<file path="config.mk">
export PLATFORM = sky130hd
export DESIGN_NAME = mmio_uart_tx_flat
export DESIGN_NICKNAME = d
export VERILOG_FILES = /design/src/rtl/mmio_uart_tx_if.sv /design/src/rtl/mmio_uart_tx.sv /design/src/flat_wrapper.sv
export SDC_FILE = /design/constraint.sdc
export NUM_CORES = 1
export LEC_CHECK = 0
export ABC_AREA = 1
export CORE_MARGIN = 1.5
export CORE_UTILIZATION = 33
export CTS_CLUSTER_SIZE = 25
export DETAILED_ROUTE_END_ITERATION = 10
export PLACE_DENSITY_LB_ADDON = 0.08
export SLEW_MARGIN = 20
export SYNTH_ARGS = -nofsm -noshare
export SYNTH_HDL_FRONTEND = slang
export SYNTH_SLANG_ARGS = --single-unit
</file>
<file path="constraint.sdc">
create_clock -name clk -period 6.1 [get_ports clk]
set_clock_uncertainty 0.2 [all_clocks]
set_input_delay 0.915 -clock clk [delete_from_list [all_inputs] [get_ports clk]]
set_output_delay 0.915 -clock clk [all_outputs]
set_load 0.03 [all_outputs]
</file>
<file path="src/rtl/mmio_uart_tx_if.sv">
// rtl/mmio_uart_tx_if.sv - data-memory port bundle between the core and the MMIO UART transmitter
interface mmio_uart_tx_if #(
    parameter int DATA_WIDTH = 32,
    parameter int ADDR_WIDTH = 32
);
    logic                  sel;
    logic [ADDR_WIDTH-1:0] addr;
    logic                  write_en;
    logic [3:0]            mask;
    logic [DATA_WIDTH-1:0] data_in;
    logic [DATA_WIDTH-1:0] data_out;

    modport master (
        output sel, addr, write_en, mask, data_in,
        input  data_out
    );

    modport slave (
        input  sel, addr, write_en, mask, data_in,
        output data_out
    );
endinterface

</file>
<file path="src/rtl/mmio_uart_tx.sv">
// rtl/mmio_uart_tx.sv - memory-mapped 8N1 UART transmitter with TX FIFO and status register
// Optional even-parity bit between data and stop when UART_TX_PARITY_EN is defined.
module mmio_uart_tx #(
    parameter int                    DATA_WIDTH   = 32,
    parameter int                    ADDR_WIDTH   = 32,
    parameter logic [ADDR_WIDTH-1:0] BASE_ADDR    = 32'h8000_0000,
    parameter int                    CLKS_PER_BIT = 16,
    parameter int                    FIFO_DEPTH   = 4
) (
    input  logic                 clk,
    input  logic                 rst,
    mmio_uart_tx_if.slave        bus,
    output logic                 uart_tx,
    output logic                 irq_empty
);

    localparam int CNT_W  = $clog2(CLKS_PER_BIT);
    localparam int PTR_W  = $clog2(FIFO_DEPTH);
    localparam int FCNT_W = PTR_W + 1;
    localparam logic [CNT_W-1:0]  BAUD_RELOAD = CNT_W'(CLKS_PER_BIT - 1);
    localparam logic [FCNT_W-1:0] FIFO_FULL   = FCNT_W'(FIFO_DEPTH);

    typedef enum logic [2:0] {
        S_IDLE,
        S_START,
        S_DATA,
`ifdef UART_TX_PARITY_EN
        S_PARITY,
`endif
        S_STOP
    } state_t;

    state_t             state_q, state_d;
    logic [CNT_W-1:0]   baud_q, baud_d;
    logic [2:0]         bit_q, bit_d;
    logic [7:0]         shift_q, shift_d;
    logic               parity_q, parity_d;
    logic               tx_q, tx_d;

    logic [7:0]         fifo_q [FIFO_DEPTH];
    logic [7:0]         fifo_d [FIFO_DEPTH];
    logic [PTR_W-1:0]   wr_ptr_q, wr_ptr_d;
    logic [PTR_W-1:0]   rd_ptr_q, rd_ptr_d;
    logic [FCNT_W-1:0]  count_q, count_d;
    logic               ovf_q, ovf_d;

    logic               pop;
    logic               push_req;
    logic               clr_req;
    logic               push_ok;
    logic               ovf_set;
    logic               fifo_full;
    logic               fifo_empty;
    logic               baud_done;
    logic [DATA_WIDTH-1:0] status;

    assign fifo_full  = (count_q == FIFO_FULL);
    assign fifo_empty = (count_q == '0);
    assign baud_done  = (baud_q == '0);

    // Only addr[2] selects between TXDATA and STATUS; the decoder owns the rest of the window.
    assign push_req = bus.sel & bus.write_en & ~bus.addr[2] & bus.mask[0];
    assign clr_req  = bus.sel & bus.write_en &  bus.addr[2] & bus.mask[0];

    always_comb begin
        state_d  = state_q;
        baud_d   = baud_q;
        bit_d    = bit_q;
        shift_d  = shift_q;
        parity_d = parity_q;
        pop      = 1'b0;

        case (state_q)
            S_IDLE: begin
                if (!fifo_empty) begin
                    pop      = 1'b1;
                    shift_d  = fifo_q[rd_ptr_q];
                    parity_d = ^fifo_q[rd_ptr_q];
                    baud_d   = BAUD_RELOAD;
                    state_d  = S_START;
                end
            end
            S_START: begin
                if (baud_done) begin
                    baud_d  = BAUD_RELOAD;
                    bit_d   = 3'd0;
                    state_d = S_DATA;
                end else begin
                    baud_d = baud_q - 1'b1;
                end
            end
            S_DATA: begin
                if (baud_done) begin
                    baud_d = BAUD_RELOAD;
                    if (bit_q == 3'd7) begin
`ifdef UART_TX_PARITY_EN
                        state_d = S_PARITY;
`else
                        state_d = S_STOP;
`endif
                    end else begin
                        bit_d   = bit_q + 3'd1;
                        shift_d = {1'b0, shift_q[7:1]};
                    end
                end else begin
                    baud_d = baud_q - 1'b1;
                end
            end
`ifdef UART_TX_PARITY_EN
            S_PARITY: begin
                if (baud_done) begin
                    baud_d  = BAUD_RELOAD;
                    state_d = S_STOP;
                end else begin
                    baud_d = baud_q - 1'b1;
                end
            end
`endif
            S_STOP: begin
                // Counter is left at zero on exit so IDLE lasts exactly one cycle when more data waits.
                if (baud_done) begin
                    state_d = S_IDLE;
                end else begin
                    baud_d = baud_q - 1'b1;
                end
            end
            default: begin
                state_d = S_IDLE;
                baud_d  = '0;
            end
        endcase
    end

    // Line level is registered from the next state so the pin is glitch-free.
    always_comb begin
        tx_d = 1'b1;
        case (state_d)
            S_START:  tx_d = 1'b0;
            S_DATA:   tx_d = shift_d[0];
`ifdef UART_TX_PARITY_EN
            S_PARITY: tx_d = parity_d;
`endif
            default:  tx_d = 1'b1;
        endcase
    end

    always_comb begin
        // A push into a full FIFO survives only if the transmitter frees a slot on the same edge.
        push_ok = push_req & (~fifo_full | pop);
        ovf_set = push_req & fifo_full & ~pop;

        fifo_d = fifo_q;
        if (push_ok) begin
            fifo_d[wr_ptr_q] = bus.data_in[7:0];
        end

        wr_ptr_d = wr_ptr_q + PTR_W'(push_ok);
        rd_ptr_d = rd_ptr_q + PTR_W'(pop);

        count_d = count_q;
        case ({push_ok, pop})
            2'b10:   count_d = count_q + 1'b1;
            2'b01:   count_d = count_q - 1'b1;
            default: count_d = count_q;
        endcase

        if (ovf_set) begin
            ovf_d = 1'b1;
        end else if (clr_req) begin
            ovf_d = 1'b0;
        end else begin
            ovf_d = ovf_q;
        end
    end

    always_ff @(posedge clk) begin
        if (rst) begin
            state_q  <= S_IDLE;
            baud_q   <= '0;
            bit_q    <= '0;
            shift_q  <= '0;
            parity_q <= 1'b0;
            tx_q     <= 1'b1;
            wr_ptr_q <= '0;
            rd_ptr_q <= '0;
            count_q  <= '0;
            ovf_q    <= 1'b0;
        end else begin
            state_q  <= state_d;
            baud_q   <= baud_d;
            bit_q    <= bit_d;
            shift_q  <= shift_d;
            parity_q <= parity_d;
            tx_q     <= tx_d;
            wr_ptr_q <= wr_ptr_d;
            rd_ptr_q <= rd_ptr_d;
            count_q  <= count_d;
            ovf_q    <= ovf_d;
        end
    end

    // Storage needs no reset: the pointers and count define what is valid.
    always_ff @(posedge clk) begin
        fifo_q <= fifo_d;
    end

    always_comb begin
        status        = '0;
        status[0]     = (state_q != S_IDLE);
        status[1]     = fifo_full;
        status[2]     = fifo_empty;
        status[3]     = ovf_q;
`ifdef UART_TX_PARITY_EN
        status[4]     = 1'b1;
`else
        status[4]     = 1'b0;
`endif
        status[15:8]  = 8'(count_q);
    end

    assign bus.data_out = (bus.sel && !bus.write_en && bus.addr[2]) ? status : '0;
    assign uart_tx      = tx_q;
    assign irq_empty    = fifo_empty & (state_q == S_IDLE);

    logic unused_ok;
    assign unused_ok = ^{bus.addr[ADDR_WIDTH-1:3], bus.addr[1:0],
                         bus.data_in[DATA_WIDTH-1:8], bus.mask[3:1], BASE_ADDR};

endmodule
</file>
<file path="src/flat_wrapper.sv">
// flat-port wrapper written by rule: the top's interface ports become plain ports
module mmio_uart_tx_flat 
#(
    parameter int                    DATA_WIDTH   = 32,
    parameter int                    ADDR_WIDTH   = 32,
    parameter logic [ADDR_WIDTH-1:0] BASE_ADDR    = 32'h8000_0000,
    parameter int                    CLKS_PER_BIT = 16,
    parameter int                    FIFO_DEPTH   = 4
)
  (clk, rst, uart_tx, irq_empty, bus_sel, bus_addr, bus_write_en, bus_mask, bus_data_in, bus_data_out);
  mmio_uart_tx_if #(.DATA_WIDTH(DATA_WIDTH), .ADDR_WIDTH(ADDR_WIDTH)) bus_i ();
  input  logic clk;
  input  logic rst;
  output logic uart_tx;
  output logic irq_empty;
  input wire logic [$bits(bus_i.sel)-1:0] bus_sel;
  input wire logic [$bits(bus_i.addr)-1:0] bus_addr;
  input wire logic [$bits(bus_i.write_en)-1:0] bus_write_en;
  input wire logic [$bits(bus_i.mask)-1:0] bus_mask;
  input wire logic [$bits(bus_i.data_in)-1:0] bus_data_in;
  output wire logic [$bits(bus_i.data_out)-1:0] bus_data_out;
  assign bus_i.sel = bus_sel;
  assign bus_i.addr = bus_addr;
  assign bus_i.write_en = bus_write_en;
  assign bus_i.mask = bus_mask;
  assign bus_i.data_in = bus_data_in;
  assign bus_data_out = bus_i.data_out;
  mmio_uart_tx #(.DATA_WIDTH(DATA_WIDTH), .ADDR_WIDTH(ADDR_WIDTH), .BASE_ADDR(BASE_ADDR), .CLKS_PER_BIT(CLKS_PER_BIT), .FIFO_DEPTH(FIFO_DEPTH)) u_core (.clk(clk), .rst(rst), .bus(bus_i), .uart_tx(uart_tx), .irq_empty(irq_empty));
endmodule
</file>
== Word level (Yosys, flattened, before mapping) ==
Index checks and enable logic that the tools add are counted.
Word-level totals
  word-level logic and storage cells: 99
  register bits: 59
  input bits: 72
  output and inout bits: 34
Cells by class
  reductions and logical operators: 16
  equality and inequality tests: 14
  bitwise operators: 15
  multiplexer cells: 31
  order comparisons: 3
  add/subtract/negate cells: 6
Operators with widths (number)
  $mux W8: 6
  $bwmux W32: 1
  $mux W3: 8
  $bmux W8 S2: 1
  $demux W8 S2: 1
  $pmux W8 S2: 1
  $mux W4: 3
  $pmux W3 S2: 2
  $pmux W3 S4: 1
  $pmux W4 S3: 1
  $mux W11: 1
  $and A1 B1 Y1: 9
  $eq A3 B2 Y1 const B: 3
  $reduce_and A4 Y1: 2
  $reduce_bool A2 Y1: 4
  $add A3 B1 Y3 const B: 2
  $eq A3 B1 Y1 const B: 2
  $eq A3 B3 Y1 const B: 2
  $ge A3 B3 Y1 const B: 2
  $logic_not A3 Y1: 2
  $ne A2 B2 Y1 const B: 3
  $not A2 Y3: 2
  $add A2 B1 Y2: 2
  $logic_not A4 Y1: 1
  15 further kinds: 23

== Logic depth before layout (Yosys ltp) ==
Gate-level depths: netlist (run 1).
  depth after elaboration: 7
  mapped depth: 12
  depth with buffers taken out: 12

== Worst setup path before layout (run 1) ==
No wires, ideal clock.
  path kind: input -> output
  from: in bus_sel
  to: out bus_data_out[10]
  data required time: 4.985 ns
  path buffers: 0
  stages on the path: 4
  data arrival time: 1.698 ns
  setup slack: 3.287 ns
  cell sequence: inv_1 > nor3_1 > inv_1 > nor2_1
On the way
  word-level cells in the longest chain between the ends: 3
Ends and longest elaborated chain
  start, declared: RTL line flat_wrapper.sv:16  | input wire logic [$bits(bus_i.sel)-1:0] bus_sel;
  $logic_and A1 B1 Y1 (2 in a row): RTL line mmio_uart_tx.sv:221  | assign bus.data_out = (bus.sel && !bus.write_en && bus.addr[2]) ? status : '0;
  $mux W11: RTL line mmio_uart_tx.sv:221
  end, declared: RTL line flat_wrapper.sv:21  | output wire logic [$bits(bus_i.data_out)-1:0] bus_data_out;
Every way passes these cells.

== Worst setup path in the final report (run 1) ==
  from: in bus_addr[2]
  to: out bus_data_out[2]
On the way
  word-level cells in the longest chain between the ends: 2
Ends and longest elaborated chain
  start, declared: RTL line flat_wrapper.sv:17  | input wire logic [$bits(bus_i.addr)-1:0] bus_addr;
  $logic_and A1 B1 Y1: RTL line mmio_uart_tx.sv:221
  $mux W11: RTL line mmio_uart_tx.sv:221
Every way passes these cells.

==> flow_summary.ini, run 1 <==
[worst_hold_path]
hp-class = register to register
worstHoldPathCells = 2
hp-start = u_core.bit_q[1]
worstHoldEndpoint = u_core.bit_q[1]

[die]
dieArea_sq_mm = 0.00941
die_h_um = 97.0
num_io_pins = 106
num_rows = 34
die_w_um = 97.0
start_util = 0.338
core_sq_mm = 0.00864

[cts]
cts_resized = 0
clock_path_buffers = 2
cts_sinks = 59
root_buffer = clkbuf_8
cts_buffers = 9
h-tree-depth = 3
clk_latency_ns = 0.34
path_clk_slew_ns = 0.06
postCtsSetupBuffers = 0
cts_tree = built
ctsHoldBuffers = 0

[critical_path]
r2r_start = u_core.state_q[0]
arrival_ns = 2.65
critPathCaptureType = output pin
r2r-end = u_core.fifo_q[8]
rr_worst_depth = 5
path_class = primary input to output pin
crit_path_max_fanout = 6
critical_path.startpoint_type = primary input
required_ns = 4.98
r2r_slack_ns = 3.81

[global_routing]
grt_use_met1 = 0.158
grt.busiest_layer = met2
use_met3 = 0.0441
grt_use_total = 0.132
grt_util_met2 = 0.212
grt_max_degree = 24
grt_pass1_vias = 1989
overflow = 0
grt_pass1_wl_um = 9540
antenna_found_initial = 0

[job]
drv_cap = 0

[final_layout]
final_util = 0.386
final_cells = 484
drive_gt1_frac = 0.0931
diodes = 0
syn2layout_area_growth_pct = 14.4
finalNetCount = 449

[sta]
final.period_utilization = 0.617
min_period_ns = 3.76
setup_viol = 0
fin_tns_setup_ns = 0
hold_violations = 0
fmax_mhz = 266
relSlewSlack = 0.376
rsz0062_at_grt = no
slew_violations = 0
worst_pin_slew_ns = 0.933
worst_slack_ns = 2.34

[place]
portBuffers = 22
finalWeightedCongestion = 0.778
hpwlAfterDp_um = 3870
placed_cells = 468
post-place-ws_ns = 2.33

[detailed_routing]
first_pass_iters = 4
num_vias = 2136
routed_wirelength_um = 5590
drcViolationCount = 0
vias_per_cell = 4.41
drt-initial-drc-count = 114
detail-route-antenna-nets = 0
post_drt_wl_per_cell_um = 11.6

[yosys]
synth-seq-area-share = 0.515
ys_types = 33
syn_area_sq_mm = 0.00292
ys_warn_count = 0
avgSynthCellArea_sq_um = 8.52
synth-seq-cells = 59
netlist_instances = 342

[power_and_ir_drop]
leakagePower_nw = 1.37
peakVddDrop_mv = 0.160
p_per_area_mw_per_mm2 = 374

[run_status]
status = finished clean
[per-layer routing]
metal,up-vias,part of all wire
li1,1121,-
met1,952,0.44
met2,49,0.49
met3,14,0.048
met4,0,0.025
met5,-,0
[power by group]
| group | total, mW | leakage (nW) | switching (mW) | internal, mW |
|---|---|---|---|---|
| clock network | 0.308 | 0.0867 | 0.152 | 0.156 |
| logic | 0.432 | 0.773 | 0.290 | 0.142 |
| registers | 0.508 | 0.509 | 0.0430 | 0.465 |
[registers in the layout, summed over array words and instances, names as in the netlist]
| signal | count |
|---|---|
| u_core.fifo_q | 32 |
| u_core.baud_q | 4 |
| u_core.uart_tx | 1 |
| u_core.ovf_q | 1 |
| u_core.bit_q | 3 |
| u_core.wr_ptr_q | 2 |
| u_core.count_q | 3 |
| u_core.shift_q | 8 |
| u_core.rd_ptr_q | 2 |
| u_core.state_q | 3 |
[cell usage in the layout, fill, tap and decap left out]
cell type,count
nor3_2,1
edfxtp_1,32
nand2_2,5
inv_2,2
ha_1,5
nand2_4,1
o21ai_0,17
nor3_1,5
buf_4,3
conb_1,26
fa_1,1
dfxtp_1,27
inv_4,1
inv_1,34
o21ai_1,1
clkbuf_8,10
clkinvlp_4,1
a221oi_1,1
a31oi_1,6
a21oi_1,15
nor2_4,3
o22ai_1,1
o21bai_1,1
nor2_2,2
xnor2_1,2
nand4_1,4
nor2_1,53
nand3_2,1
clkdlybuf4s50_1,22
nand3_1,13
o21ai_2,1
clkinv_2,2
clkinv_4,1
clkinv_1,1
a21oi_2,1
nand2_1,72
clkbuf_1,1
xor2_1,1
[synth_stat cells, drive strengths merged]
cell | number | share of area
inv | 37 | 0.048
nand4 | 4 | 0.0086
o21ai | 19 | 0.034
o21bai | 1 | 0.0026
xor2 | 1 | 0.0030
ha | 5 | 0.021
a21oi | 16 | 0.029
nor2 | 58 | 0.084
xnor2 | 2 | 0.0060
dfxtp | 27 | 0.19
nor3 | 6 | 0.010
edfxtp | 32 | 0.33
fa | 1 | 0.0069
o22ai | 1 | 0.0021
nand3 | 14 | 0.026
conb | 1 | 0.0013
a31oi | 6 | 0.013
nand2 | 78 | 0.11
clkbuf | 2 | 0.0026
buf | 30 | 0.076
a221oi | 1 | 0.0030
[through the flow]
step / area (sq um) / total power [mW] / hold WS [ns]
detailed placement: 3160 / 0.952 / 0.252
global route: 3330 / 1.35 / 0.291
CTS: 3330 / 1.27 / 0.267
finish: 3330 / 1.25 / 0.265
floorplan: 3010 / 0.866 / 0.228
global placement: 3160 / 0.951 / 0.245
[critical path: stages]
cell	delay, ns
clkdlybuf4s50_1	0.50
inv_1	0.07
nor3_1	0.20
inv_1	0.16
nor2_1	0.11
clkdlybuf4s50_1	0.68
[worst max path at each step]
stage | from | end | slack (ns) | depth (start not counted)
2_1_floorplan | bus_sel | bus_data_out[10] | 3.29 | 4
3_3_place_gp | bus_addr[2] | bus_data_out[2] | 2.36 | 6
3_5_place_dp | bus_addr[2] | bus_data_out[2] | 2.33 | 6
4_1_cts | bus_addr[2] | bus_data_out[2] | 2.33 | 6
5_1_grt | bus_addr[2] | bus_data_out[2] | 2.09 | 6
6_report | bus_addr[2] | bus_data_out[2] | 2.34 | 6
[cell type report]
type,instances,area (sq um)
clock inverters,5,30.0
repair buffers,25,243
clock buffers,11,141
flip-flops and latches,59,1500
inverters,37,141
multi-input cells,239,1140
well taps,108,135
fillers,895,5300
[logic make-up after synthesis]
kind of cell               Yosys count  share of synthesized area
buffers and inverters               69                      0.127
AOI/OAI and AO/OA                   44                     0.0833
other                                1                    0.00129
DFF                                 59                      0.515
adders and majority gates            6                     0.0283
and+or+nand+nor                    160                      0.236
xor gates and xnor gates             3                    0.00901
Power figures use the tool's default switching activity.
==> inputs of run 2 (changes only) <==
- clock period: 6.1 -> 3.5 ns (I/O delays scaled with it)
==> flow_summary.ini, run 2 (same netlist as run 1, synthesis figures left out) <==
[cts]
h-tree-depth = 3
path_clk_slew_ns = 0.06
postCtsSetupBuffers = 0
cts_buffers = 9
cts_tree = built
root_buffer = clkbuf_8
clock_path_buffers = 2
clk_latency_ns = 0.33
ctsHoldBuffers = 0
cts_resized = 0
cts_sinks = 59

[sta]
fmax_mhz = 338
min_period_ns = 2.96
rsz0062_at_grt = no
hold_violations = 0
relSlewSlack = 0.644
final.period_utilization = 0.845
worst_slack_ns = 0.541
fin_tns_setup_ns = 0
whs_ns = 0.267
setup_viol = 0
slew_violations = 0
worst_pin_slew_ns = 0.532

[detailed_routing]
post_drt_wl_per_cell_um = 11.7
detail-route-antenna-nets = 0
drt-initial-drc-count = 58
first_pass_iters = 4
drcViolationCount = 0
num_vias = 2126
routed_wirelength_um = 5700
vias_per_cell = 4.36

[worst_hold_path]
worstHoldEndpoint = u_core.bit_q[2]
hp-class = register to register
worstHoldPathCells = 2
hp-start = u_core.bit_q[2]

[critical_path]
required_ns = 2.77
path_delay_family = buffers and inverters
crit_chain = clkdlybuf4s50_1 > inv_1 > nor3_1 > inv_1 > nor2_1 > clkdlybuf4s50_1
r2r-end = u_core.count_q[2]
r2r_slack_ns = 1.33
arrival_ns = 2.23
cp_num_buf_inv = 4
path_class = primary input to output pin
rr_worst_depth = 10
cpMaxStageDelayCell = clkdlybuf4s50_1
critPathMaxStageDelay_ns = 0.68
critical_path.startpoint_type = primary input
r2r_start = u_core.count_q[2]
critPathCaptureType = output pin
crit_path_max_fanout = 6

[final_layout]
stdcell_area_sq_mm = 0.00338
syn2layout_area_growth_pct = 16.1
final_cells = 488
diodes = 0
finalNetCount = 453
final_cell_mix = nand2_1 (72), nor2_1 (53), inv_1 (34)
filler_cell_count = 904
largest_reg_flops = 32
layout_commonest_cell = nand2_1
top_regs = u_core.fifo_q: 32 flops, u_core.shift_q: 8 flops, u_core.baud_q: 4 flops
largest-register = u_core.fifo_q
drive_gt1_frac = 0.100

[place]
placed_area_sq_mm = 0.00319
hpwlAfterDp_um = 4010
finalWeightedCongestion = 0.814
post-place-ws_ns = 0.542
placed_cells = 472
portBuffers = 22

[die]
die_h_um = 97.0
start_util = 0.338
num_rows = 34
num_io_pins = 106
core_sq_mm = 0.00864
dieArea_sq_mm = 0.00941
die_w_um = 97.0

[power_and_ir_drop]
leakagePower_nw = 1.40
peakVddDrop_mv = 0.259
p_per_area_mw_per_mm2 = 669

[global_routing]
grt_pass1_vias = 2085
grt_pass1_wl_um = 9740
use_met3 = 0.0477
grt.busiest_layer = met2
grt_use_met1 = 0.156
grt_max_degree = 19
grt_util_met2 = 0.221
overflow = 0
antenna_found_initial = 0
grt_use_total = 0.133

[job]
drv_cap = 0

[run_status]
status = finished clean
run 2: cell type report:
class | count | area, sq um | share of cell area
sequential | 59 | 1500 | 0.444
multi-input combinational | 239 | 1140 | 0.336
timing repair buffer | 29 | 273 | 0.0806
clock buffer | 11 | 141 | 0.0418
inverter | 37 | 141 | 0.0418
tap | 108 | 135 | 0.0399
clock inverter | 5 | 53.8 | 0.0159
run 2: per-stage QoR:
| stage | util | power (mW) |
|---|---|---|
| finish | 0.392 | 2.26 |
| floorplan | - | 1.51 |
| detailed placement | 0.369 | 1.67 |
| global placement | 0.369 | 1.67 |
| global route | 0.392 | 2.45 |
| CTS | 0.392 | 2.30 |
run 2: how the worst max path moves through the flow:
stage                      from                to  slack, ns  cells after the start
floorplan               bus_sel  u_core.fifo_q[0]       1.23                      6
global placement    bus_addr[2]   bus_data_out[3]       0.52                      6
detailed placement  bus_addr[2]   bus_data_out[2]       0.54                      6
CTS                 bus_addr[2]   bus_data_out[2]       0.53                      6
global route        bus_addr[2]   bus_data_out[2]       0.34                      6
finish              bus_addr[2]   bus_data_out[3]       0.54                      6
run 2: power breakdown:
| part | internal, mW | total, mW | switching, mW | leakage [nW] |
|---|---|---|---|---|
| Sequential | 0.810 | 0.853 | 0.0433 | 0.509 |
| Clock | 0.345 | 0.613 | 0.269 | 0.0930 |
| Combinational | 0.255 | 0.796 | 0.540 | 0.793 |
| Total | 1.41 | 2.26 | 0.853 | 1.40 |
run 2: worst register-to-register path, stage by stage, from the launching register on:
cell and delay (ns):
dfxtp_1 0.30, inv_1 0.08, nand2_1 0.24, nand2_4 0.13, inv_4 0.17, nand2_1 0.15
fa_1 0.42, inv_1 0.07, nand4_1 0.12, a21oi_1 0.14, nor2_1 0.06
run 2: routing by layer:
metal  wire [um]  part of all wire  up-vias
met5           0                 0        -
met2        2680              0.47       49
met3         286             0.050        9
li1            -                 -     1127
met1        2630              0.46      941
met4          99             0.017        0
